[src/rtl/fpu_pkg.sv]
// Shared definitions for the fpu issue controller: op codes and sequencer states.
package fpu_pkg;

    localparam int FADD  = 0;
    localparam int FSUB  = 1;
    localparam int FMUL  = 2;
    localparam int FDIV  = 3;
    localparam int FSQRT = 4;
    localparam int FTOI  = 5;
    localparam int FEQ   = 6;
    localparam int FLT   = 7;
    localparam int FLE   = 8;
    localparam int ITOF  = 9;

    localparam int NOPS  = 10;

    typedef enum logic [1:0] {
        IDLE,
        ISSUE,
        WAIT,
        DONE
    } state_e;

endpackage

[src/rtl/fpu_lat_counter.sv]
// WAIT-cycle counter with terminal-count flag and a saturating 8-bit latency snapshot.
module fpu_lat_counter #(
    parameter int TIMEOUT = 64
) (
    input  logic       clk,
    input  logic       rstn,
    input  logic       clr_i,
    input  logic       en_i,
    input  logic       snap_ok_i,
    input  logic       snap_to_i,
    output logic       tc_o,
    output logic [7:0] lat_o
);

    localparam int         CW     = $clog2(TIMEOUT) + 1;
    localparam logic [7:0] TO_SAT = (TIMEOUT > 255) ? 8'd255 : 8'(TIMEOUT);

    logic [CW-1:0] cnt_q, cnt_d;
    logic [7:0]    lat_q, lat_d;

    function automatic logic [7:0] sat8(input int v);
        if (v > 255) return 8'd255;
        return v[7:0];
    endfunction

    always_comb begin
        cnt_d = cnt_q;
        if (clr_i)
            cnt_d = '0;
        else if (en_i)
            cnt_d = cnt_q + CW'(1);
    end

    // The cycle that sees fpu_valid is itself a WAIT cycle, hence count + 1.
    always_comb begin
        lat_d = lat_q;
        if (snap_ok_i)
            lat_d = sat8(int'(cnt_q) + 1);
        else if (snap_to_i)
            lat_d = TO_SAT;
    end

    always_ff @(posedge clk or negedge rstn) begin
        if (!rstn) begin
            cnt_q <= '0;
            lat_q <= '0;
        end else begin
            cnt_q <= cnt_d;
            lat_q <= lat_d;
        end
    end

    assign tc_o  = (cnt_q == CW'(TIMEOUT - 1));
    assign lat_o = lat_q;

endmodule

[src/rtl/fpu_issue_ctrl.sv]
// Single-outstanding sequencer between execute and the fpu: accept, issue, wait, write back.
module fpu_issue_ctrl #(
    parameter int OPW     = 4,
    parameter int NOPS    = fpu_pkg::NOPS,
    parameter int RDW     = 6,
    parameter int TIMEOUT = 64
) (
    input  logic           clk,
    input  logic           rstn,
    input  logic           req_valid,
    output logic           req_ready,
    input  logic [OPW-1:0] req_op,
    input  logic           req_mode,
    input  logic [31:0]    req_a,
    input  logic [31:0]    req_b,
    input  logic [RDW-1:0] req_rd,
    output logic [31:0]    fpu_a,
    output logic [31:0]    fpu_b,
    output logic           fpu_go,
    output logic [OPW-1:0] fpu_ctrl,
    output logic           fpu_mode,
    input  logic [31:0]    fpu_c,
    input  logic           fpu_valid,
    output logic           wb_valid,
    input  logic           wb_ready,
    output logic [31:0]    wb_data,
    output logic [RDW-1:0] wb_rd,
    output logic           wb_err,
    output logic           busy,
    output logic [7:0]     lat_last
);

    import fpu_pkg::*;

    state_e         state_q, state_d;
    logic [OPW-1:0] op_q, op_d;
    logic           mode_q, mode_d;
    logic [31:0]    a_q, a_d, b_q, b_d, data_q, data_d;
    logic [RDW-1:0] rd_q, rd_d;
    logic           err_q, err_d;
    logic           accept, legal, tc, cnt_clr, cnt_en, snap_ok, snap_to;

    assign accept  = (state_q == IDLE) && req_valid;
    assign legal   = int'(req_op) < NOPS;
    assign snap_ok = (state_q == WAIT) && fpu_valid;
    assign snap_to = (state_q == WAIT) && !fpu_valid && tc;

    always_ff @(posedge clk or negedge rstn) begin
        if (!rstn)
            state_q <= IDLE;
        else
            state_q <= state_d;
    end

    always_comb begin
        state_d = state_q;
        case (state_q)
            IDLE:    if (req_valid) state_d = legal ? ISSUE : DONE;
            ISSUE:   state_d = WAIT;
            WAIT:    if (fpu_valid || tc) state_d = DONE;
            DONE:    if (wb_ready) state_d = IDLE;
            default: state_d = IDLE;
        endcase
    end

    always_comb begin
        req_ready = (state_q == IDLE);
        busy      = (state_q != IDLE);
        fpu_go    = (state_q == ISSUE);
        wb_valid  = (state_q == DONE);
        cnt_clr   = (state_q == ISSUE);
        cnt_en    = (state_q == WAIT);
    end

    // Illegal ops skip the fpu entirely and complete as an error straight from IDLE.
    always_comb begin
        op_d   = op_q;
        mode_d = mode_q;
        a_d    = a_q;
        b_d    = b_q;
        rd_d   = rd_q;
        data_d = data_q;
        err_d  = err_q;
        if (accept) begin
            op_d   = req_op;
            mode_d = req_mode;
            a_d    = req_a;
            b_d    = req_b;
            rd_d   = req_rd;
            if (!legal) begin
                data_d = '0;
                err_d  = 1'b1;
            end
        end else if (snap_ok) begin
            data_d = fpu_c;
            err_d  = 1'b0;
        end else if (snap_to) begin
            data_d = '0;
            err_d  = 1'b1;
        end
    end

    always_ff @(posedge clk or negedge rstn) begin
        if (!rstn) begin
            op_q   <= '0;
            mode_q <= 1'b0;
            a_q    <= '0;
            b_q    <= '0;
            rd_q   <= '0;
            data_q <= '0;
            err_q  <= 1'b0;
        end else begin
            op_q   <= op_d;
            mode_q <= mode_d;
            a_q    <= a_d;
            b_q    <= b_d;
            rd_q   <= rd_d;
            data_q <= data_d;
            err_q  <= err_d;
        end
    end

    fpu_lat_counter #(
        .TIMEOUT (TIMEOUT)
    ) u_lat (
        .clk       (clk),
        .rstn      (rstn),
        .clr_i     (cnt_clr),
        .en_i      (cnt_en),
        .snap_ok_i (snap_ok),
        .snap_to_i (snap_to),
        .tc_o      (tc),
        .lat_o     (lat_last)
    );

    assign fpu_a    = a_q;
    assign fpu_b    = b_q;
    assign fpu_ctrl = op_q;
    assign fpu_mode = mode_q;
    assign wb_data  = data_q;
    assign wb_rd    = rd_q;
    assign wb_err   = err_q;

endmodule

[config.mk]
export PLATFORM = sky130hd
export DESIGN_NAME = fpu_issue_ctrl
export DESIGN_NICKNAME = d
export VERILOG_FILES = /design/src/rtl/fpu_pkg.sv /design/src/rtl/fpu_lat_counter.sv /design/src/rtl/fpu_issue_ctrl.sv
export SDC_FILE = /design/constraint.sdc
export NUM_CORES = 1
export LEC_CHECK = 0
export ABC_AREA = 1
export CAP_MARGIN = 20
export CORE_MARGIN = 10
export CORE_UTILIZATION = 42
export CTS_CLUSTER_DIAMETER = 50
export CTS_CLUSTER_SIZE = 10
export DETAILED_ROUTE_END_ITERATION = 12
export PLACE_DENSITY = 0.89
export SYNTH_ARGS = -nofsm -noshare
export SYNTH_HDL_FRONTEND = slang
export SYNTH_SLANG_ARGS = --single-unit
[constraint.sdc]
create_clock -name clk -period 2.2 [get_ports clk]
set_clock_uncertainty 0.15 [all_clocks]
set_input_delay 0.66 -clock clk [delete_from_list [all_inputs] [get_ports clk]]
set_output_delay 0.66 -clock clk [all_outputs]
set_load 0.02 [all_outputs]
==> results of run 1 <==
-- power groups by stage --
stage                     logic (mW)  registers, mW  clock network [mW]
after floorplan                 2.17           4.95                   0
after global placement          5.99           3.79                   0
after detailed placement        6.14           3.87                   0
after CTS                       5.72           3.84                2.62
after global routing            5.99           3.95                2.73
final                           5.61           3.83                2.57
-- tightest hold or removal path, stage by stage, from the launching register on --
cell and delay (ns):
dfrtp_1 0.34, nand2_1 0.05, nand2_1 0.05
-- per-stage QoR --
| step | std cells | setup WS [ns] | TNS [ns] | hold WS [ns] | total power [mW] |
|---|---|---|---|---|---|
| after floorplan | 410 | 0.396 | 0 | 0.214 | 7.12 |
| after global placement | 813 | -0.00309 | -0.00309 | 0.303 | 9.78 |
| after detailed placement | 813 | -0.104 | -1.98 | 0.312 | 10.0 |
| after CTS | 846 | 0.000386 | 0 | 0.325 | 12.2 |
| after global routing | 846 | 0.00838 | 0 | 0.345 | 12.7 |
| final | 846 | 0.0675 | 0 | 0.318 | 12.0 |
-- kinds of logic after synthesis --
| group | Yosys count |
|---|---|
| simple gates | 153 |
| flops | 125 |
| mux | 75 |
| buf+inv | 33 |
| compound gates | 16 |
| fa+ha+maj | 6 |
| xor+xnor | 2 |
-- sequential cells by signal, indices dropped and copies added (netlist names) --
signal	count
fpu_a	32
fpu_b	32
wb_data	32
u_lat.lat_o	8
u_lat.cnt_q	7
wb_rd	6
fpu_ctrl	4
state_q	2
fpu_mode	1
wb_err	1
-- layout make-up --
type | instances | area share
flip-flops and latches | 125 | 0.376
repair buffers | 250 | 0.298
multi-input cells | 252 | 0.225
clock buffers | 27 | 0.0629
well taps | 168 | 0.0253
inverters | 19 | 0.00858
clock inverters | 5 | 0.00361
-- metal layers --
layer  up-vias  GRT usage  share of wire
met2       188      0.322           0.50
met5         -          0              0
met4         0     0.0456          0.013
met3        18     0.0945          0.094
li1       1845          -              -
met1      1950      0.205           0.39
-- what timing repair did --
action | CTS | global route
hold endpoints to repair | 5 | 0
resized for setup | 104 | 34
hold buffers | 1 | 0
setup buffers | 0 | 0
endpoints found under the setup margin | 91 | 32
-- final timing paths --
| kind | startpoint | end | slack, ns | cells after the start |
|---|---|---|---|---|
| max in group asynchronous | rstn | u_lat.cnt_q[0] | 0.88 | 3 |
| max reg2reg | state_q[0] | wb_data[12] | 0.25 | 9 |
| min in group asynchronous | rstn | fpu_a[28] | 0.46 | 2 |
| min | wb_data[7] | wb_data[7] | 0.32 | 2 |
| max | state_q[1] | wb_valid | 0.07 | 3 |
| min reg2reg | wb_data[7] | wb_data[7] | 0.32 | 2 |
-- cell usage in the layout, fill, tap and decap left out, types with 2 or more instances in the layout --
cell	synthesis	layout
clkdlybuf4s50_1	0	110
dfrtp_1	125	125
ha_1	6	5
inv_2	2	3
buf_2	2	3
nand2_4	1	2
dlygate4sd2_1	0	87
inv_1	17	16
buf_12	0	6
dlymetal6s2s_1	0	29
mux2_2	25	25
nand3_2	2	2
nand3_1	9	9
nand2_1	128	128
clkbuf_1	0	4
clkinvlp_4	0	2
clkinv_2	0	3
nand2_2	8	7
nor2_1	2	2
buf_4	0	13
o22ai_1	3	3
mux2_4	50	50
clkbuf_8	0	6
clkbuf_16	0	17
o21ai_0	11	11
==> impl_metrics.csv, run 1 <==
group,metric,value,unit
run_status,status,"finished, final reports clean",
place,dpl_cell_area,0.00778,mm2
worst_setup_path,crit_family,"flip-flops",
timing,finalSetupViolCount,0,
floorplan,io_pins,232,
synth,synth_top_family_by_area,"multiplexers",
pwr,comb_power_share,0.467,
hold_path,hold_class,"flip-flop to flip-flop",
synth,synth_nets,528,
synth,synth_top_area_share,0.602,
cts,numCtsBuffers,17,
floorplan,core_area,0.0121,mm2
synth,synth_seq_cells,125,
routing,drt-vias-per-instance,4.73,
synth,synth_warnings,0,
synth,ys_async_sr_fraction,1.00,
worst_setup_path,cp-start-kind,"flip-flop",
worst_setup_path,cp_slowest_stage_delay,0.40,ns
synth,yosysSeqAreaShare,0.602,
timing,slew_viol_final,0,
global_routing,groute.usage.overall,0.189,
worst_setup_path,worstSetupPathType,"flip-flop to primary output",
timing,worst_slew_pin_slew,0.519,ns
worst_setup_path,critPathArrivalTime,1.32,ns
finish,regArea,0.00313,mm2
pwr,clkPwrFrac,0.214,
cts,cts_tree,"yes",
timing,hold_viol_final,0,
cts,insertion_delay,0.41,ns
timing,maxSlewHeadroom,0.654,
finish,syn_to_final_growth,60.0,%
finish,fin_util,0.689,
cts,cts_root_buffer,"clkbuf_16",
worst_setup_path,path_buf_inv,2,
synth,yosys.area_share.simple,0.123,
global_routing,antenna_found_initial,0,
finish,postLayoutCellArea,0.00831,mm2
routing,vias,4001,
pwr,p_leak,4.48,nW
synth,syn_area,0.00519,mm2
pwr,internal_power,7.56,mW
synth,ys_top_cells_by_count,"nand2_1 (128), dfrtp_1 (125), mux2_4 (50)",
place,numPortBuffers,231,
pwr,ir_worst_vdd,0.000750,V
timing,rsz0062_at_grt,"false",
cts,clkTransAtPathRegs,0.05,ns
synth,synthFlopType,"dfrtp_1",
pwr,p_sw,4.44,mW
synth,synthMuxAreaShare,0.199,
routing,wl,16.2,mm
synth,postSynthAreaPerCell,12.7,um2
routing,antenna_left,0,
synth,synth_largest_area_cell,"dfrtp_1",
synth,syn_inst,410,
worst_setup_path,cp_slowest_cell,"dfrtp_1",
cts,htree_levels,4,
routing,wl_per_cell,19.2,um
synth,synth-edff-count,0,
synth,yosys-top-cells-area,"dfrtp_1 (60%), mux2_4 (14%), nand2_1 (9.3%), mux2_2 (5.4%), buf_6 (2.6%)",
synth,synth_compound_area_frac,0.0166,
global_routing,overflow,0,
routing,dr.pass1.iters,5,
finish,fin_nets,783,
routing,drc_errors,0,
pwr,pwr-share-seq,0.319,
cts,clk_path_buf_depth,2,
finish,diodes,0,
floorplan,initial_core_util,0.431,
finish,drive_gt1_frac,0.211,
worst_setup_path,worstPathCellList,"buf_4 > ha_1 > buf_2",
worst_setup_path,worstPathMaxFanout,3,
pwr,sw_frac_of_total,0.370,
timing,timing.fmax,0.469,GHz
floorplan,dieHeight,131,um
finish,fillers,865,
finish,multi_input_comb_area,0.00187,mm2
synth,synthXorXnorAreaFrac,0.00337,
place,place.gp.congestion,0.837,
floorplan,dieArea,0.0172,mm2
job,maxCapViolations,0,
global_routing,grt_pass1_wl,25.8,mm
floorplan,die_x,131,um
global_routing,grt_pass1_vias,4432,
global_routing,grt_max_degree,66,
routing,drt-initial-drc-count,257,
worst_setup_path,end_kind,"primary output",
synth,synth_fa_ha_area_frac,0.0145,
timing,min_period,2.13,ns
timing,final.period_utilization,0.969,
synth,synthDistinctLibCells,23,
worst_setup_path,critPathRequiredTime,1.39,ns
floorplan,num_rows,40,
pwr,power_density,1440,mW/mm2
synth,synth.most_common_cell,"nand2_1",
place,hpwlAfterDp,12.3,mm
cts,clock_sinks,125,
Power figures use the tool's default switching activity.
==> run 2: changes to the inputs <==
--- a/config.mk
+++ b/config.mk
@@ -12,6 +12,7 @@
 export CTS_CLUSTER_DIAMETER = 50
 export CTS_CLUSTER_SIZE = 10
 export DETAILED_ROUTE_END_ITERATION = 12
+export GPL_ROUTABILITY_DRIVEN = 1
 export PLACE_DENSITY = 0.89
 export SYNTH_ARGS = -nofsm -noshare
 export SYNTH_HDL_FRONTEND = slang
==> results of run 2 <==
Final layout, timing and power as in run 1 (identical DEF).
==> run 3: changes to the inputs <==
--- a/config.mk
+++ b/config.mk
@@ -14,6 +14,7 @@
 export DETAILED_ROUTE_END_ITERATION = 12
 export GPL_ROUTABILITY_DRIVEN = 1
 export PLACE_DENSITY = 0.89
+export SKIP_CTS_REPAIR_TIMING = 1
 export SYNTH_ARGS = -nofsm -noshare
 export SYNTH_HDL_FRONTEND = slang
 export SYNTH_SLANG_ARGS = --single-unit
==> impl_metrics.csv, run 3 (synthesis results as in run 1) <==
group,metric,value,unit
timing,hold_viol_final,0,
place,place.gp.congestion,0.837,
timing,worst_slew_pin_slew,0.522,ns
timing,slew_viol_final,0,
routing,drc_errors,0,
timing,maxSlewHeadroom,0.651,
pwr,power_density,1440,mW/mm2
worst_setup_path,critPathArrivalTime,1.33,ns
timing,finalSetupViolCount,0,
worst_setup_path,cp-start-kind,"flip-flop",
pwr,p_leak,5.31,nW
cts,clock_sinks,125,
worst_setup_path,r2r_setup_slack,0.26,ns
cts,clkTransAtPathRegs,0.05,ns
pwr,p_sw,4.49,mW
floorplan,dieHeight,131,um
floorplan,die_x,131,um
hold_path,min-delay-start,"wb_data[7]",
finish,drive_gt1_frac,0.211,
worst_setup_path,r2r-end,"wb_data[12]",
finish,fin_util,0.716,
worst_setup_path,reg2reg_depth,9,
pwr,clkPwrFrac,0.207,
floorplan,initial_core_util,0.431,
cts,cts_tree,"yes",
worst_setup_path,worstPathMaxFanout,3,
routing,dr.pass1.iters,5,
global_routing,overflow,0,
hold_path,hold_end,"wb_data[7]",
routing,vias,4033,
pwr,comb_power_share,0.483,
finish,syn_to_final_growth,66.2,%
place,numPortBuffers,231,
cts,insertion_delay,0.41,ns
cts,cts_root_buffer,"clkbuf_16",
cts,htree_levels,4,
hold_path,hold_class,"flip-flop to flip-flop",
pwr,pwr-share-seq,0.310,
finish,layout_common_cells,"nand2_1 (128), dfrtp_1 (125), dlymetal6s2s_1 (116)",
routing,drt-initial-drc-count,178,
global_routing,antenna_found_initial,0,
timing,final.period_utilization,0.972,
timing,worst_slack,0.0619,ns
floorplan,io_pins,232,
floorplan,core_area,0.0121,mm2
finish,fin_nets,783,
global_routing,grt_pass1_vias,4435,
global_routing,grt_max_degree,66,
job,maxCapViolations,0,
finish,final_common_cell,"nand2_1",
floorplan,num_rows,40,
worst_setup_path,end_kind,"primary output",
place,pre_cts_ws,-0.104,ns
cts,clk_path_buf_depth,2,
global_routing,grt_pass1_wl,25.7,mm
place,dpl_cell_area,0.00778,mm2
pwr,internal_power,7.91,mW
routing,drt-vias-per-instance,4.77,
run_status,status,"finished, final reports clean",
floorplan,dieArea,0.0172,mm2
worst_setup_path,critPathRequiredTime,1.39,ns
pwr,power,12.4,mW
finish,postLayoutCellArea,0.00863,mm2
worst_setup_path,timing.rr.start,"state_q[0]",
place,hpwlAfterDp,12.3,mm
pwr,sw_frac_of_total,0.362,
pwr,ir_worst_vdd,0.000745,V
routing,wl,16.8,mm
finish,diodes,0,
routing,wl_per_cell,19.9,um
timing,min_period,2.14,ns
global_routing,groute.usage.overall,0.189,
timing,timing.fmax,0.468,GHz
worst_setup_path,worstSetupPathType,"flip-flop to primary output",
finish,fillers,766,
routing,antenna_left,0,
hold_path,hold_depth,2,
cts,numCtsBuffers,17,
## run 3: worst max-delay path by stage
stage | endpoint | startpoint | cells after the start | slack (ns)
2_1_floorplan | busy | state_q[0] | 3 | 0.40
5_1_grt | fpu_go | state_q[1] | 4 | -0.001
3_3_place_gp | wb_data[23] | fpu_valid | 7 | -0.003
6_report | wb_valid | state_q[1] | 3 | 0.06
4_1_cts | req_ready | state_q[1] | 3 | -0.46
3_5_place_dp | wb_data[12] | fpu_valid | 7 | -0.10
## run 3: area by class of cell
type / count / area, um2 / area share
Sequential cell: 125 / 3130 / 0.362
Clock buffer: 27 / 523 / 0.0606
Timing Repair Buffer: 250 / 2800 / 0.325
Clock inverter: 5 / 30.0 / 0.00348
Multi-Input combinational cell: 252 / 1870 / 0.216
Inverter: 19 / 71.3 / 0.00826
Tap cell: 168 / 210 / 0.0244
## run 3: layer usage
layer / global-route usage / routed length, um
met1: 0.205 / 6520
met4: 0.0456 / 292
met3: 0.0926 / 1490
met2: 0.322 / 8520
met5: 0 / 0
## run 3: stage by stage
stage / TNS [ns] / instances / hold slack, ns
detailed placement: -1.98 / 813 / 0.312
floorplan: 0 / 410 / 0.214
CTS: -3.33 / 845 / -0.0990
finish: 0 / 846 / 0.320
global placement: -0.00309 / 813 / 0.303
global route: -0.00141 / 846 / 0.345
## run 3: power groups by stage
stage | Clock [mW] | Combinational (mW) | Sequential (mW)
3_3_place_gp | 0 | 5.99 | 3.79
3_5_place_dp | 0 | 6.14 | 3.87
2_1_floorplan | 0 | 2.17 | 4.95
5_1_grt | 2.73 | 6.37 | 3.96
6_report | 2.57 | 5.99 | 3.84
4_1_cts | 2.62 | 6.19 | 3.87
## run 3: worst max-delay path, cell delays in order (launching register included)
cell and delay, ns:
dfrtp_1 0.39, buf_4 0.16, ha_1 0.20, clkbuf_2 0.17
